## config.mk

```make
export PLATFORM = sky130hd
export DESIGN_NAME = booth_mul_arbiter
export DESIGN_NICKNAME = d
export VERILOG_FILES = /design/src/rtl/booth_mul_arbiter.sv
export SDC_FILE = /design/constraint.sdc
export NUM_CORES = 1
export LEC_CHECK = 0
export CAP_MARGIN = 15
export CORE_MARGIN = 5
export CORE_UTILIZATION = 48
export CTS_CLUSTER_SIZE = 14
export DETAILED_ROUTE_END_ITERATION = 16
export GPL_ROUTABILITY_DRIVEN = 0
export PLACE_DENSITY = 0.86
export SLEW_MARGIN = 15
export SYNTH_ARGS = -nofsm -noshare
export SYNTH_HDL_FRONTEND = slang
export SYNTH_SLANG_ARGS = --single-unit
```

## constraint.sdc

```tcl
create_clock -name clk -period 3.7 [get_ports clk]
set_input_delay 0.555 -clock clk [delete_from_list [all_inputs] [get_ports clk]]
set_output_delay 0.555 -clock clk [all_outputs]
set_load 0.01 [all_outputs]
```

## src/rtl/booth_mul_arbiter.sv

```systemverilog
`default_nettype none
// ============================================================================
// Module   : booth_mul_arbiter
// Function : Round-robin sharing of one 5-bit serial-bus Booth multiplier
//            among N clients. Optional WAIT watchdog: BOOTH_ARB_TIMEOUT_EN.
// Revision : 1.0
// ============================================================================
module booth_mul_arbiter #(
  parameter int N       = 3,
  parameter int TIMEOUT = 20
) (
  input  logic           clk,
  input  logic           rst,
  input  logic [N-1:0]   req,
  input  logic [5*N-1:0] a_in,
  input  logic [5*N-1:0] b_in,
  output logic [N-1:0]   ack,
  output logic           err,
  output logic [9:0]     product,
  output logic           mul_rst,
  output logic           mul_start,
  output logic [4:0]     mul_in,
  input  logic [4:0]     mul_out,
  input  logic           mul_done
);

  localparam int PW = (N > 2) ? 2 : 1;

  localparam logic [3:0] S_IDLE  = 4'd0;
  localparam logic [3:0] S_MRST  = 4'd1;
  localparam logic [3:0] S_START = 4'd2;
  localparam logic [3:0] S_GAP   = 4'd3;
  localparam logic [3:0] S_LDA   = 4'd4;
  localparam logic [3:0] S_LDB   = 4'd5;
  localparam logic [3:0] S_WAIT  = 4'd6;
  localparam logic [3:0] S_RDH   = 4'd7;
  localparam logic [3:0] S_ACK   = 4'd8;

  logic [3:0]    r_state;
  logic [3:0]    w_next;
  logic [PW-1:0] r_ptr;
  logic [PW-1:0] r_grant;
  logic [PW-1:0] w_grant;
  logic [PW:0]   w_cand;
  logic          w_any;
  logic [4:0]    r_a;
  logic [4:0]    r_b;
  logic [9:0]    r_product;
  logic          w_timeout;
  logic          w_abort_ack;

`ifdef BOOTH_ARB_TIMEOUT_EN
  localparam int CW = $clog2(TIMEOUT + 1);

  logic [CW-1:0] r_wait_cnt;
  logic          r_abort;

  assign w_timeout   = (r_state == S_WAIT) && !mul_done &&
                       (r_wait_cnt == CW'(TIMEOUT - 1));
  assign w_abort_ack = (r_state == S_ACK) && r_abort;
  assign err         = w_abort_ack && req[r_grant];

  // r_abort is only ever high during the ACK cycle that follows a timeout
  always_ff @(posedge clk or posedge rst) begin
    if (rst) begin
      r_wait_cnt <= '0;
      r_abort    <= 1'b0;
    end else begin
      r_wait_cnt <= (r_state == S_WAIT) ? r_wait_cnt + 1'b1 : '0;
      r_abort    <= w_timeout;
    end
  end
`else
  assign w_timeout   = 1'b0;
  assign w_abort_ack = 1'b0;
  assign err         = 1'b0;
`endif

  if (N < 2 || N > 4 || TIMEOUT < 1) begin : g_bad_params
  end

  // Search downward so the last hit is the one closest to the pointer.
  always_comb begin
    w_grant = r_ptr;
    w_cand  = '0;
    for (int i = N - 1; i >= 0; i--) begin
      w_cand = {1'b0, r_ptr} + (PW+1)'(i);
      if (w_cand >= (PW+1)'(N)) begin
        w_cand = w_cand - (PW+1)'(N);
      end
      if (req[w_cand[PW-1:0]]) begin
        w_grant = w_cand[PW-1:0];
      end
    end
  end

  assign w_any = |req;

  always_ff @(posedge clk or posedge rst) begin
    if (rst) begin
      r_state <= S_IDLE;
    end else begin
      r_state <= w_next;
    end
  end

  always_comb begin
    w_next = r_state;
    case (r_state)
      S_IDLE:  if (w_any) w_next = S_MRST;
      S_MRST:  w_next = S_START;
      S_START: w_next = S_GAP;
      S_GAP:   w_next = S_LDA;
      S_LDA:   w_next = S_LDB;
      S_LDB:   w_next = S_WAIT;
      S_WAIT: begin
        if (mul_done) begin
          w_next = S_RDH;
        end else if (w_timeout) begin
          w_next = S_ACK;
        end
      end
      S_RDH:   w_next = S_ACK;
      S_ACK:   w_next = S_IDLE;
      default: w_next = S_IDLE;
    endcase
  end

  always_comb begin
    ack       = '0;
    mul_rst   = w_abort_ack;
    mul_start = 1'b0;
    mul_in    = '0;
    case (r_state)
      S_MRST:  mul_rst   = 1'b1;
      S_START: mul_start = 1'b1;
      S_LDA:   mul_in    = r_a;
      S_LDB:   mul_in    = r_b;
      S_ACK:   ack[r_grant] = req[r_grant];
      default: ;
    endcase
  end

  always_ff @(posedge clk or posedge rst) begin
    if (rst) begin
      r_ptr     <= '0;
      r_grant   <= '0;
      r_a       <= '0;
      r_b       <= '0;
      r_product <= '0;
    end else begin
      if (r_state == S_IDLE && w_any) begin
        r_grant <= w_grant;
        r_a     <= a_in[5*int'(w_grant) +: 5];
        r_b     <= b_in[5*int'(w_grant) +: 5];
      end
      if (r_state == S_WAIT && mul_done) begin
        r_product[4:0] <= mul_out;
      end else if (w_timeout) begin
        r_product <= '0;
      end
      if (r_state == S_RDH) begin
        r_product[9:5] <= mul_out;
      end
      // Pointer advances whether or not the client was still there to take the result.
      if (r_state == S_ACK) begin
        r_ptr <= (r_grant == PW'(N - 1)) ? '0 : r_grant + 1'b1;
      end
    end
  end

  assign product = r_product;

endmodule
`default_nettype wire

```

### Yosys cells after proc, flatten, opt, wreduce, memory -nomap -nowiden

Index checks and enable logic that the tools add are counted.

* word-level logic and storage cells: 66
* output and inout port bits: 21
* flip-flop bits (word level): 28

* reduce and logical (&&, ||, !) cells: 6
* $mul: 1
* mux-type cells: 24
* shift operators: 2
* eq/ne operators: 11
* bitwise operators: 1
* magnitude comparators: 8
* add/sub/neg operators: 6

Operator list (number)
* $pmux W4 S8: 1
* $shiftx A15 B32 Y5: 1
* $eq A4 B3 Y1 const B: 4
* $shiftx A15 B6 Y5: 1
* $mux W2: 7
* $lt A2 B3 Y1 const B: 4
* $pmux W5 S2: 1
* $bmux W1 S2: 4
* $eq A4 B2 Y1 const B: 2
* $mux W4: 2
* $mux W1: 7
* $ge A3 B2 Y1 const B: 2
* $sub A2 B2 Y2 const B: 3
* $mul A3 B2 Y5 const A: 1
* $eq A4 B1 Y1 const B: 1
* $eq A4 B4 Y1 const B: 1
* $logic_not A4 Y1: 1
* $ne A2 B2 Y1 const B: 2
* $add A2 B1 Y3 const B: 1
* $add A2 B2 Y3 const B: 1
* $and A3 B3 Y3: 1
* $logic_and A1 B1 Y1: 3
* $mux W3: 1
* $reduce_or A3 Y1: 1
* other kinds (6): 6

### Depth between registers and ports, before layout

* depth in word-level cells: 10
* depth in mapped cells: 10
* mapped depth without buffers: 8

### Worst setup path after synthesis

No wires, ideal clock.

* kind: register to register
* from: register r_ptr[0]
* to: register r_b[0]
* stages on the path, launching flop included: 11
* data arrival time: 1.789 ns
* path slack: 1.785 ns
* data required time: 3.574 ns
* path buffers: 2
* cell sequence: dfrtp_1 inv_1 ha_1 buf_6 nor2_1 a211o_1 o221ai_2 o21ai_2 buf_6 mux2i_1 o21ai_1

* word-level cells in the longest chain between the ends: 10
* elaborated cells between the ends (all ways): 22
* classes of those cells: add/sub: 5; mul: 1; order compare: 3; shift: 1; mux: 12

Ends and longest elaborated chain
* start: declaration: RTL line 41 `logic [PW-1:0] r_ptr;`
* start signal: assignment: RTL line 167 `r_ptr <= (r_grant == PW'(N - 1)) ? '0 : r_grant + 1'b1;`
* $add A2 B2 Y3: RTL line 87 `w_cand = {1'b0, r_ptr} + (PW+1)'(i);`
* $ge A3 B2 Y1 / $sub A2 B2 Y2 (equally long branches): RTL line 88, 89
* $mux W2: RTL line 88 `if (w_cand >= (PW+1)'(N)) begin`
* $bmux W1 S2: RTL line 91 `if (req[w_cand[PW-1:0]]) begin`
* $mux W1 (not written as such): RTL line 91
* $mux W2 (2 in series): RTL line 91
* $mux W2 *: RTL line 91
* $mul A3 B2 Y5 *: RTL line 155 `r_b <= b_in[5*int'(w_grant) +: 5];`
* $shiftx A15 B6 Y5 *: RTL line 155
* end signal: assignment: RTL line 155
* end: declaration: RTL line 47 `logic [4:0] r_b;`

Every way passes the cells marked *; elsewhere a longest branch is shown, timed or not. The select of a mux whose other input is x is not followed.
A chain may end at the register's enable or synchronous reset.

### Final worst setup path

* from: register r_state[0]
* to: output ack[0]

* word-level cells in the longest chain between the ends: 2

Ends and longest elaborated chain
* start: declaration: RTL line 39 `logic [3:0] r_state;`
* start signal: assignment: RTL line 103 `r_state <= w_next;`
* $eq A4 B4 Y1: RTL line 134 `case (r_state)`
* $mux W3: RTL line 134
* end: declaration: RTL line 17 `output logic [N-1:0] ack,`

No other way between the ends.

==> flow_summary.rst <==
.. list-table::
   :header-rows: 1

   * - Metric
     - Value
   * - Maximum Capacitance Violations
     - 0
   * - Via count of the first global-routing pass
     - 1,422
   * - Resized Gates After CTS
     - 0
   * - Global route total overflow
     - 0
   * - Clock root buffer master
     - clkbuf_4
   * - Distinct cell type count after synthesis
     - 40
   * - Antenna violations before repair
     - 0
   * - Share of the clock period used by the worst path after layout
     - 0.7685
   * - HPWL after detailed placement
     - 3174 microns
   * - Critical path origin
     - r_state[0]
   * - Final Hold Viols
     - 0
   * - Post-route ant nets
     - 0
   * - Syn_nets
     - 207
   * - Proportion of synthesized flip-flops having asynchronous set or reset
     - 1.000
   * - Tightest Pin Transition
     - 0.8227 ns
   * - Post-Route WL
     - 4131 microns
   * - DIE AREA
     - 4766 sq um
   * - Critical Path End
     - ack[0]
   * - P_leak
     - 0.9703 nW
   * - Horizontal extent of the die
     - 69.04 microns
   * - Placed cell count
     - 256
   * - Cell type with the largest total area after synthesis
     - dfrtp_1
   * - Layout Skew
     - 0.01358 ns
   * - Worst r2r src
     - r_ptr[0]
   * - Setup repair after global routing missed its margin
     - false
   * - Htree depth
     - 1
   * - Layout overhead on the synthesized area
     - 37.62%
   * - Accumulated negative setup slack
     - 0 ns
   * - Slew Limit Headroom
     - 0.4478
   * - Cell types with the largest area share after synthesis
     - dfrtp_1, mux2i_1, mux2_2
   * - Arrival time at the worst endpoint
     - 2.29 ns
   * - Final Setup Violations
     - 0
   * - Synthesized netlist cell count
     - 163
   * - Share of the core filled with cells in the final layout
     - 0.6845
   * - HP Class
     - in -> async
   * - Detailed Routing Iterations Pass 1
     - 4
   * - Status
     - finished clean
   * - CP Class
     - reg -> out
   * - Number of non-filler instances in the completed layout
     - 261
   * - Highest clock frequency the design can meet
     - 351.7 MHz
   * - Top-level I/O count
     - 62
   * - Number of vias per cell
     - 5.529
   * - Cell count of the worst reg-to-reg path
     - 8
   * - CTS Buffer Depth
     - 2
   * - Buffers inserted by post-CTS timing repair
     - 0
   * - Post-synth design cell area
     - 1673 sq um
   * - Initial standard-cell utilization of the core
     - 0.4974
   * - Detail-routed net length per standard cell
     - 15.83 microns
   * - Maximum fanout along the worst path
     - 12
   * - Prevailing post-synth register cell
     - dfrtp_1
   * - Hold_buf cts
     - 0
   * - DRC
     - 0
   * - GRT Util Overall
     - 0.1727
   * - Filler cell count in the final layout
     - 284
   * - Wire length of the first global-routing pass
     - 6824 microns
   * - DR vias
     - 1,443
   * - Proportion of layout cells with a drive suffix above 1
     - 0.1023
   * - EDFF count, synth
     - 0
   * - # port buffers
     - 60
   * - Maximum number of pins on one net before global-route repair
     - 29
   * - Number of antenna cells inserted
     - 0
   * - Clock latency on the worst-skew pair
     - 0.33 ns
   * - Post-Syn Area per Cell
     - 10.26 sq um
   * - Share of the synthesized area in the top cell type
     - 0.4188
   * - DIE HEIGHT
     - 69.04 microns
   * - Core area
     - 3363 sq um
   * - # nets final
     - 260
   * - Critical path endpoint category
     - output port
   * - Initial DRC Count
     - 91
   * - Warnings from Yosys
     - 0
   * - Proportion of synthesized chip area in sequential cells
     - 0.4188
   * - Minimum setup slack among reg-to-reg paths
     - 1.19 ns
   * - Clk sinks
     - 28
   * - Clock-pin slew reported for the worst setup and hold paths after clock tree synthesis
     - 0.15 ns
   * - Number of synthesized register bits
     - 28
   * - Worst vdd ir
     - 444.0 uV
   * - Required time of the worst setup path
     - 3.14 ns
   * - Startpoint type of the worst setup path
     - flop
   * - Number of max-slew violations in the final report
     - 0
   * - Number of CTS-inserted buffers
     - 3
   * - Worst R2R End
     - r_a[4]
   * - Power density of the placed cells
     - 771.5 nW/um^2
   * - Site row count
     - 21
   * - Clock tree from TritonCTS
     - done
   * - Final period demand of the worst path
     - 2.844 ns
==> worst min-delay path by stage <==
stage,startpoint,end,slack [ns],cells past startpoint
2_1_floorplan,r_a[4],r_a[4],0.46,2
3_3_place_gp,r_a[0],r_a[0],0.49,2
4_1_cts,r_a[4],r_a[4],0.52,2
5_1_grt,rst,r_a[1],0.49,2
3_5_place_dp,r_a[3],r_a[3],0.49,2
6_report,rst,r_b[1],0.50,2
==> report_power, final <==
group | leakage, nW | total [mW] | internal, mW | switching [mW]
sequential | 0.347 | 0.587 | 0.451 | 0.136
combinational | 0.596 | 0.991 | 0.504 | 0.487
clock | 0.0279 | 0.198 | 0.110 | 0.0888
total | 0.970 | 1.78 | 1.06 | 0.711
==> kinds of logic (layout without fill, tap and decap cells) <==
group	count (synthesis)	after routing	synth area share
AOI/OAI and AO/OA	38	38	0.1601
xor gates and xnor gates	1	1	0.005237
adders and majority gates	3	3	0.02244
buffers and inverters	20	72	0.07330
DFF	28	28	0.4188
muxes	27	27	0.1690
other	1	1	0.002242
and+or+nand+nor	45	45	0.1488
==> cell type report <==
class                   count  area, sq um  area share
well taps                  46        57.56     0.02500
repair buffers             61        615.6      0.2674
inverters                   7        26.28     0.01141
multi-input cells         115        849.6      0.3690
clock inverters             1        30.03     0.01304
flip-flops and latches     28        700.7      0.3043
clock buffers               3        22.52    0.009783
==> layout by cell type (no fill, tap or decap), drive strengths merged, types with 2 or more instances in the layout <==
cell type      count
nand3              2
mux2i             17
nor2b              2
ha                 3
mux2              10
dfrtp             28
clkdlybuf4s50     60
o21ai             16
clkbuf             3
a21oi              3
inv                6
nand2b             5
and2               3
nor2              12
a32oi             11
nand2              8
nand3b             2
nor3               6
==> flip-flops by register name, indices dropped and copies added, names as in the netlist <==
| register | count |
|---|---|
| product | 10 |
| r_b | 5 |
| r_a | 5 |
| r_grant | 2 |
| r_ptr | 2 |
| r_state | 4 |
==> critical path: stages (launching register included) <==
cell             delay [ns]
dfrtp_1                0.60
nor2_1                 0.25
nand3b_1               0.24
nor4b_1                0.30
clkdlybuf4s50_1        0.58
==> synthesized netlist by cell type (2+ instances only) <==
cell,n
dfrtp_1,28
mux2i_1,17
a32oi_1,11
nor2_1,11
o21ai_1,11
mux2_2,10
nand2_1,8
inv_1,7
nor3_1,6
buf_2,5
buf_6,5
nand2b_1,5
o21ai_0,4
a21oi_1,3
ha_1,3
and2_1,2
clkbuf_1,2
nand3b_1,2
nor2b_1,2
==> routing by layer <==
layer  track usage  vias up  wire length [microns]
met5             0        -                      0
met4       0.05640        0                     25
met3       0.03198        2                    254
met2        0.3040       49                   2209
met1        0.2112      696                   1642
li1              -      696                      -
==> stage by stage <==
stage / cell area (sq um) / setup WS (ns) / hold slack (ns) / power [mW]
2_1_floorplan: 1673 / 1.785 / 0.4620 / 1.304
3_3_place_gp: 2235 / 1.147 / 0.4851 / 1.542
3_5_place_dp: 2235 / 1.104 / 0.4903 / 1.583
4_1_cts: 2287 / 0.8353 / 0.5240 / 1.788
5_1_grt: 2302 / 0.6580 / 0.4925 / 1.914
6_report: 2302 / 0.8565 / 0.4955 / 1.776
Power figures use the tool's default switching activity.
